$ cat src/rtl/csi2tx_p2b_ctrl.sv
// Pixel-to-byte packing controller for a CSI-2 transmitter: qualifies sensor
// pixels per line, tracks packing-group position and reports the packed byte count.
module csi2tx_p2b_ctrl (
  input  logic        clk,
  input  logic        rst_n,
  input  logic        ctrl_en,
  input  logic [5:0]  data_type,
  input  logic        sensor_pixel_vld,
  input  logic [11:0] sensor_pixel_data,
  output logic [11:0] pixel_data,
  output logic        pixel_data_vld,
  output logic [3:0]  pixel_cnt,
  output logic        sensor_pixel_vld_falling_edge,
  output logic        raw8_convrn_enable,
  output logic        raw10_convrn_enable,
  output logic        raw12_convrn_enable,
  output logic [15:0] line_byte_cnt,
  output logic        line_done,
  output logic        dt_err,
  output logic        ovr_err
);

  localparam logic [5:0] DT_RAW8  = 6'h2A;
  localparam logic [5:0] DT_RAW10 = 6'h2B;
  localparam logic [5:0] DT_RAW12 = 6'h2C;

  typedef enum logic [2:0] {IDLE, ACTIVE, FLUSH, DONE, SKIP} state_t;

  state_t      state;
  logic [5:0]  dt_lat;
  logic [13:0] line_pix;
  logic        en_prev;
  logic        ovr_seen;
  logic        dt_ok;
  logic [3:0]  cnt_mask;
  logic [15:0] n16;
  logic [15:0] bytes_next;

  always_comb begin
    dt_ok = (data_type == DT_RAW8) || (data_type == DT_RAW10) || (data_type == DT_RAW12);
    n16   = {2'b00, line_pix};
    case (dt_lat)
      DT_RAW8:  begin cnt_mask = 4'd3;  bytes_next = n16; end
      DT_RAW10: begin cnt_mask = 4'd15; bytes_next = n16 + ((n16 + 16'd3) >> 2); end
      DT_RAW12: begin cnt_mask = 4'd7;  bytes_next = n16 + ((n16 + 16'd1) >> 1); end
      default:  begin cnt_mask = 4'd15; bytes_next = n16; end
    endcase
  end

  // A line only starts if ctrl_en was already high the cycle before, so a
  // line already in progress when the block is enabled is skipped whole.
  always_ff @(posedge clk or negedge rst_n) begin
    if (!rst_n) begin
      state                         <= IDLE;
      dt_lat                        <= 6'd0;
      line_pix                      <= 14'd0;
      en_prev                       <= 1'b0;
      ovr_seen                      <= 1'b0;
      pixel_data                    <= 12'd0;
      pixel_data_vld                <= 1'b0;
      pixel_cnt                     <= 4'd0;
      sensor_pixel_vld_falling_edge <= 1'b0;
      raw8_convrn_enable            <= 1'b0;
      raw10_convrn_enable           <= 1'b0;
      raw12_convrn_enable           <= 1'b0;
      line_byte_cnt                 <= 16'd0;
      line_done                     <= 1'b0;
      dt_err                        <= 1'b0;
      ovr_err                       <= 1'b0;
    end else begin
      en_prev                       <= ctrl_en;
      pixel_data_vld                <= 1'b0;
      sensor_pixel_vld_falling_edge <= 1'b0;
      line_done                     <= 1'b0;
      dt_err                        <= 1'b0;
      ovr_err                       <= 1'b0;
      if (!ctrl_en) begin
        state               <= IDLE;
        pixel_cnt           <= 4'd0;
        raw8_convrn_enable  <= 1'b0;
        raw10_convrn_enable <= 1'b0;
        raw12_convrn_enable <= 1'b0;
      end else begin
        case (state)
          IDLE: begin
            if (sensor_pixel_vld) begin
              if (!en_prev) begin
                state <= SKIP;
              end else if (dt_ok) begin
                state               <= ACTIVE;
                dt_lat              <= data_type;
                raw8_convrn_enable  <= (data_type == DT_RAW8);
                raw10_convrn_enable <= (data_type == DT_RAW10);
                raw12_convrn_enable <= (data_type == DT_RAW12);
                pixel_data          <= sensor_pixel_data;
                pixel_data_vld      <= 1'b1;
                pixel_cnt           <= 4'd0;
                line_pix            <= 14'd1;
                ovr_seen            <= 1'b0;
              end else begin
                state  <= SKIP;
                dt_err <= 1'b1;
              end
            end
          end
          ACTIVE: begin
            if (sensor_pixel_vld) begin
              pixel_data     <= sensor_pixel_data;
              pixel_data_vld <= 1'b1;
              pixel_cnt      <= (pixel_cnt + 4'd1) & cnt_mask;
              if (line_pix != 14'h3FFF)
                line_pix <= line_pix + 14'd1;
            end else begin
              state                         <= FLUSH;
              sensor_pixel_vld_falling_edge <= 1'b1;
              pixel_cnt                     <= line_pix[3:0] & cnt_mask;
            end
          end
          FLUSH: begin
            state         <= DONE;
            line_done     <= 1'b1;
            line_byte_cnt <= bytes_next;
            pixel_cnt     <= 4'd0;
            if (sensor_pixel_vld) begin
              ovr_err  <= 1'b1;
              ovr_seen <= 1'b1;
            end
          end
          DONE: begin
            raw8_convrn_enable  <= 1'b0;
            raw10_convrn_enable <= 1'b0;
            raw12_convrn_enable <= 1'b0;
            if (sensor_pixel_vld) begin
              state <= SKIP;
              if (!ovr_seen)
                ovr_err <= 1'b1;
            end else begin
              state <= IDLE;
            end
          end
          SKIP: begin
            if (!sensor_pixel_vld)
              state <= IDLE;
          end
          default: state <= IDLE;
        endcase
      end
    end
  end

endmodule
$ cat config.mk
export PLATFORM = sky130hd
export DESIGN_NAME = csi2tx_p2b_ctrl
export DESIGN_NICKNAME = d
export VERILOG_FILES = /design/src/rtl/csi2tx_p2b_ctrl.sv
export SDC_FILE = /design/constraint.sdc
export NUM_CORES = 1
export LEC_CHECK = 0
export CORE_ASPECT_RATIO = 0.7
export CORE_MARGIN = 2
export CORE_UTILIZATION = 36
export CTS_BUF_LIST = sky130_fd_sc_hd__clkbuf_4
export DETAILED_ROUTE_END_ITERATION = 12
export HOLD_SLACK_MARGIN = 0.12
export SYNTH_ARGS = -nofsm -noshare
export SYNTH_HDL_FRONTEND = slang
export SYNTH_SLANG_ARGS = --single-unit
$ cat constraint.sdc
create_clock -name clk -period 7.2 [get_ports clk]
set_input_delay 1.44 -clock clk [delete_from_list [all_inputs] [get_ports clk]]
set_output_delay 1.44 -clock clk [all_outputs]
set_load 0.005 [all_outputs]
[Word-level counts from Yosys, hierarchy flattened]
Index checks and enable logic that the tools add are counted.
Word-level totals
  bits in registers: 65
  latch bits: 0
  memory bits (writable): 0
  memory bits (read-only): 0
  bits of input ports: 22
  output and inout port bits: 40
  logic and storage cells: 128
  memories kept: 0
Cells by class
  $add $sub $neg: 6
  $mul: 0
  divide/modulo/power cells: 0
  magnitude comparators: 0
  equality and inequality tests: 24
  shift-type cells: 0
  muxes and demuxes: 67
  bitwise logic cells: 2
  reductions and logical operators: 13
Operators by type and width (count)
  $mux 14: 5
  $mux 12: 4
  $eq 6x6->1 const B: 6
  $mux 1: 34
  $pmux 15 s2: 1
  $pmux 14 s2: 1
  $pmux 12 s2: 1
  $mux 3: 7
  $mux 4: 5
  $add 14x1->15 const B: 1
  $add 14x13->15: 1
  $add 14x14->15: 1
  $add 14x2->15 const B: 1
  $ne 3x3->1 const B: 5
  $pmux 3 s5: 1
  $add 14x1->14 const B: 1
  $ne 14x14->1 const B: 1
  $ne 2x2->1 const B: 6
  $pmux 1 s2: 6
  $pmux 4 s3: 1
  $reduce_and 6->1: 2
  $and 4x4->4: 2
  $pmux 4 s2: 1
  $reduce_and 4->1: 2
  13 further kinds: 16

[Longest topological paths before layout]
  depth in word-level cells: 8
  depth in mapped cells: 13
  depth with buffers taken out: 12

[Worst setup path after synthesis]
Ideal clock, no wire load.
  path kind: in2reg
  from: in data_type[4]
  to: reg line_pix[0]
  data arrival time: 2.921 ns
  setup slack: 4.161 ns
  stages: 6
  path buffers: 1
  cells stage by stage: and3b_1 > o211ai_1 > a211o_4 > or3_4 > buf_6 > a21o_1
Between the ends
  longest elaborated chain between the ends: 5
  elaborated cells between the ends (all ways): 7
  classes of those cells: eq/ne: 4; reduce/logical: 3
Ends and longest elaborated chain
  from (decl): RTL line 7  | input logic [5:0] data_type,
  $eq 6x6->1: RTL line 40  | dt_ok = (data_type == DT_RAW8) || (data_type == DT_RAW10) || (data_type == DT_RAW12);
  $logic_or 1x1->1: RTL line 40
  $logic_or 1x1->1 (*): RTL line 40
  $ne 2x2->1 (no line) (*)
  $reduce_and 7->1 (no line) (*)
  to (signal assigned): RTL line 112  | line_pix <= line_pix + 14'd1;
  to (decl): RTL line 31  | logic [13:0] line_pix;
Mark *: on every way between the ends. The rest lies on a longest branch, timed or not.
A chain may end at the register's enable or synchronous reset.

[Worst setup path in the final report]
  from: reg dt_lat[1]
  to: reg line_byte_cnt[14]
Between the ends
  longest elaborated chain between the ends: 2
  elaborated cells between the ends (all ways): 3
  classes of those cells: eq/ne: 2; mux: 1
Ends and longest elaborated chain
  from (decl): RTL line 30  | logic [5:0] dt_lat;
  from (signal assigned): RTL line 91  | dt_lat <= data_type;
  $eq 6x6->1: RTL line 42  | case (dt_lat)
  $pmux 15 s2 (*): RTL line 42
  to (signal assigned): RTL line 122  | line_byte_cnt <= bytes_next;
  to (decl): RTL line 17  | output logic [15:0] line_byte_cnt,
Marks and branches as above.

==> impl_metrics.py <==
metrics = {
    "synth": {
        "synth_top_family_by_area": "compound AO/OA/AOI/OAI gates",
        "proportion_of_netlist_area_held_by_the_largest_area_contributor": 0.369,
        "async_flop_share": 1.00,
        "post-synth-top-area-cell": "sky130_fd_sc_hd__dfrtp_1",
        "synth.mux.area_fraction": 0.0479,
        "synth_seq_area_share": 0.369,
        "synth_simple_gate_area_frac": 0.211,
        "synthesis.area_sq_um": 4340,
        "post-synth-top-count-cell": "sky130_fd_sc_hd__dfrtp_1",
        "area_share_of_fa_ha_maj_cells_after_synthesis": 0.0536,
        "yosys_warnings": 0,
        "syn_area_per_cell_sq_um": 8.82,
        "yosysUniqueCellTypes": 63,
        "synth_nets": 532,
        "ys_top_cells_by_count": "sky130_fd_sc_hd__dfrtp_1, sky130_fd_sc_hd__nand2_1, sky130_fd_sc_hd__o21ai_0",
        "synth-edff-count": 0,
        "ys_ff_latch": 64,
        "synth_cells": 492,
        "netlist_top_cells_area": "sky130_fd_sc_hd__dfrtp_1, sky130_fd_sc_hd__ha_1, sky130_fd_sc_hd__o21ai_0",
        "synthXorXnorAreaFrac": 0.0525,
        "synth_top_flop_cell": "sky130_fd_sc_hd__dfrtp_1",
        "synth_compound_area_frac": 0.223,
    },
    "setup_path": {
        "critical_path_peak_fanout": 25,
        "critical_path_arrival_ps": 4190,
        "worst-setup-path-type": "flop to flop",
        "critical_path.max_stage_delay_ps": 580,
        "r2r_cells": 11,
        "critical-path-slowest-cell": "sky130_fd_sc_hd__a211oi_1",
        "crit_chain": "nor3b_1 > nand2_1 > nand2_1 > o21ai_0 > ha_1 > fa_1 > a211oi_1 > nor3_1 > a211oi_1 > o31a_1 > o21ai_0",
        "startpoint_type": "flop",
        "endpoint_kind": "flop",
        "critical_path.n_buffers_inverters": 0,
        "timing.rr.end": "line_byte_cnt[14]$_DFFE_PN0P_",
        "reg2reg_from": "dt_lat[1]$_DFFE_PN0P_",
        "timing.reg2reg.setup_slack_ps": 3310,
        "crit_family": "compound AO/OA/AOI/OAI gates",
        "worst-endpoint-required_ps": 7500,
    },
    "timing": {
        "post-route-period-util": 0.541,
        "worst_slew_margin_rel": 0.379,
        "final.setup.tns_ps": 0,
        "final_max_slew_viol_count": 0,
        "max_clock_freq_mhz": 257,
        "finalWorstPathRequiredPeriod_ps": 3890,
        "worst_slew_pin_slew_ps": 931,
        "setup_viol_count_final": 0,
        "skew_ps": 20.6,
        "timing_hold_violations_final": 0,
        "grt_setup_unrepaired": "false",
    },
    "cts": {
        "cts.repair.resized": 0,
        "post_cts_hold_buffer_count": 0,
        "tritoncts_buffers": 9,
        "tritoncts_clock_tree": "done",
        "post-cts-setup-buffers": 0,
        "clk_pin_slew_ps": 120,
        "ctsLongestPathBuffers": 2,
        "htree_num_levels": 3,
        "cts.root.buffer_cell": "sky130_fd_sc_hd__clkbuf_4",
        "skew_pair_late_insertion_delay_ps": 420,
        "num_clock_sinks": 64,
    },
    "cells_and_area": {
        "share_of_post_route_cells_with_drive_strength_above_1": 0.0907,
        "diodes": 0,
        "seq_area_sq_um": 1600,
        "nets": 575,
        "area_growth_syn_to_layout_pct": 19.8,
        "multi_input_comb_area_sq_um": 2550,
        "layout.filler_cells": 1163,
        "final_util": 0.443,
    },
    "placed_design": {
        "io_buffers": 60,
        "dpl.hpwl_microns": 8320,
        "globalplace.congestion": 0.877,
    },
    "worst_hold_path": {
        "min-delay-start": "ovr_seen$_DFFE_PN0P_",
        "min_delay_path_depth": 1,
        "whs_endpoint": "ovr_err$_DFF_PN0_",
        "worst_hold_check_path_type": "flop to flop",
    },
    "global_route": {
        "gr-usage-all-layers": 0.186,
        "antenna_found_initial": 0,
        "grt_pass1_vias": 3634,
        "maximum_number_of_pins_on_one_net_before_global_route_repair": 65,
        "grt_overflow": 0,
        "grt_pass1_wl_microns": 18900,
    },
    "detailed_routing": {
        "vias": 3895,
        "totalWireLength_microns": 11500,
        "antenna_left": 0,
        "route.detailed.vias_per_inst": 5.59,
        "detail_route.wl_per_cell_microns": 16.5,
        "firstDrtPassIters": 5,
        "post-route-drc-count": 0,
        "drt_iter0_drcs": 363,
    },
    "floorplan": {
        "coreArea_sq_um": 11700,
        "rows": 33,
        "die-width_microns": 135,
        "floorplan.initialDensity": 0.370,
        "die_height_microns": 95.8,
        "io_pins": 62,
        "die-area_sq_um": 13000,
    },
    "run": {
        "maxCapViolations": 0,
    },
    "status": {
        "status": "finished clean",
    },
    "power": {
        "cellPowerDensity_nw_per_um2": 178,
        "power.static_leakage_nw": 2.19,
        "worst_ir_drop_vdd_mv": 0.0949,
    },
}
[worst max-delay path by stage]
stage,startpoint,end,slack [ps],depth (start not counted)
floorplan,data_type[4],line_pix[0]$_DFFE_PN0P_,4160,6
global placement,ctrl_en,line_byte_cnt[13]$_DFFE_PN0P_,3220,7
detailed placement,ctrl_en,line_byte_cnt[13]$_DFFE_PN0P_,3220,7
CTS,dt_lat[1]$_DFFE_PN0P_,line_byte_cnt[14]$_DFFE_PN0P_,3320,11
global route,dt_lat[1]$_DFFE_PN0P_,line_byte_cnt[14]$_DFFE_PN0P_,2880,11
finish,dt_lat[1]$_DFFE_PN0P_,line_byte_cnt[14]$_DFFE_PN0P_,3310,11
[flip-flops by register name, summed over array words and instances (netlist names)]
name,count
dt_err,1
dt_lat,6
en_prev,1
line_byte_cnt,15
line_done,1
line_pix,14
ovr_err,1
ovr_seen,1
pixel_cnt,4
pixel_data,12
pixel_data_vld,1
raw10_convrn_enable,1
raw12_convrn_enable,1
raw8_convrn_enable,1
sensor_pixel_vld_falling_edge,1
state,3
[layer usage]
metal  vias to the layer above  wire length (microns)  part of all wire  track usage
met3                        11                    694             0.060       0.0469
met2                       121                   4880              0.42        0.261
met4                         0                    118             0.010       0.0451
li1                       1898                      -                 -            -
met5                         -                      0                 0            0
met1                      1865                   5830              0.51        0.283
[logic make-up after synthesis]
logic type	count (synthesis)
muxes	19
and+or+nand+nor	180
adders and majority gates	18
DFF	64
xor gates and xnor gates	26
buffers and inverters	43
other	1
AOI/OAI and AO/OA	141
[power breakdown]
group          total, W  internal (W)  switching (W)  leakage (nW)
clock network  0.000318      0.000179       0.000139        0.0980
registers      0.000423      0.000385      0.0000383         0.860
logic          0.000182     0.0000944      0.0000872          1.24
[cell usage in the layout, fill, tap and decap left out, types with 3 or more instances in the layout]
cell type and instances:
sky130_fd_sc_hd__a211oi_1 11, sky130_fd_sc_hd__a21o_1 5, sky130_fd_sc_hd__a21oi_1 29, sky130_fd_sc_hd__a31oi_1 3, sky130_fd_sc_hd__and2_1 4, sky130_fd_sc_hd__and3_1 12
sky130_fd_sc_hd__and3b_1 3, sky130_fd_sc_hd__buf_4 3, sky130_fd_sc_hd__bufinv_16 3, sky130_fd_sc_hd__clkbuf_4 10, sky130_fd_sc_hd__clkdlybuf4s50_1 59, sky130_fd_sc_hd__dfrtp_1 64
sky130_fd_sc_hd__ha_1 17, sky130_fd_sc_hd__inv_1 12, sky130_fd_sc_hd__mux2_2 14, sky130_fd_sc_hd__mux2i_1 5, sky130_fd_sc_hd__nand2_1 48, sky130_fd_sc_hd__nand2b_1 7
sky130_fd_sc_hd__nand3_1 15, sky130_fd_sc_hd__nand3b_1 4, sky130_fd_sc_hd__nand4_1 7, sky130_fd_sc_hd__nor2_1 36, sky130_fd_sc_hd__nor2b_1 4, sky130_fd_sc_hd__nor3_1 19
sky130_fd_sc_hd__nor4_1 6, sky130_fd_sc_hd__o211ai_1 8, sky130_fd_sc_hd__o21a_1 5, sky130_fd_sc_hd__o21ai_0 38, sky130_fd_sc_hd__o31ai_1 14, sky130_fd_sc_hd__o31ai_2 5
sky130_fd_sc_hd__o41ai_1 3, sky130_fd_sc_hd__or3_1 3, sky130_fd_sc_hd__xnor2_1 14, sky130_fd_sc_hd__xor2_1 12
[stage by stage]
| stage | hold WS [ps] | cell area (sq um) | worst slack [ps] | power, W | cells |
|---|---|---|---|---|---|
| after floorplan | 420 | 4340 | 4160 | 0.000528 | 492 |
| after global placement | 456 | 5020 | 3220 | 0.000607 | 681 |
| after detailed placement | 445 | 5020 | 3220 | 0.000610 | 681 |
| after CTS | 473 | 5200 | 3320 | 0.000932 | 697 |
| after global routing | 502 | 5200 | 2880 | 0.000975 | 697 |
| final | 468 | 5200 | 3310 | 0.000923 | 697 |
[final cells by class]
type,count,area share
Clock inverter,6,0.0207
Inverter,12,0.00866
Multi-Input combinational cell,385,0.491
Clock buffer,10,0.0144
Tap cell,157,0.0378
Timing Repair Buffer,63,0.119
Sequential cell,64,0.308
Note: power is estimated with default switching activity, not from simulation.
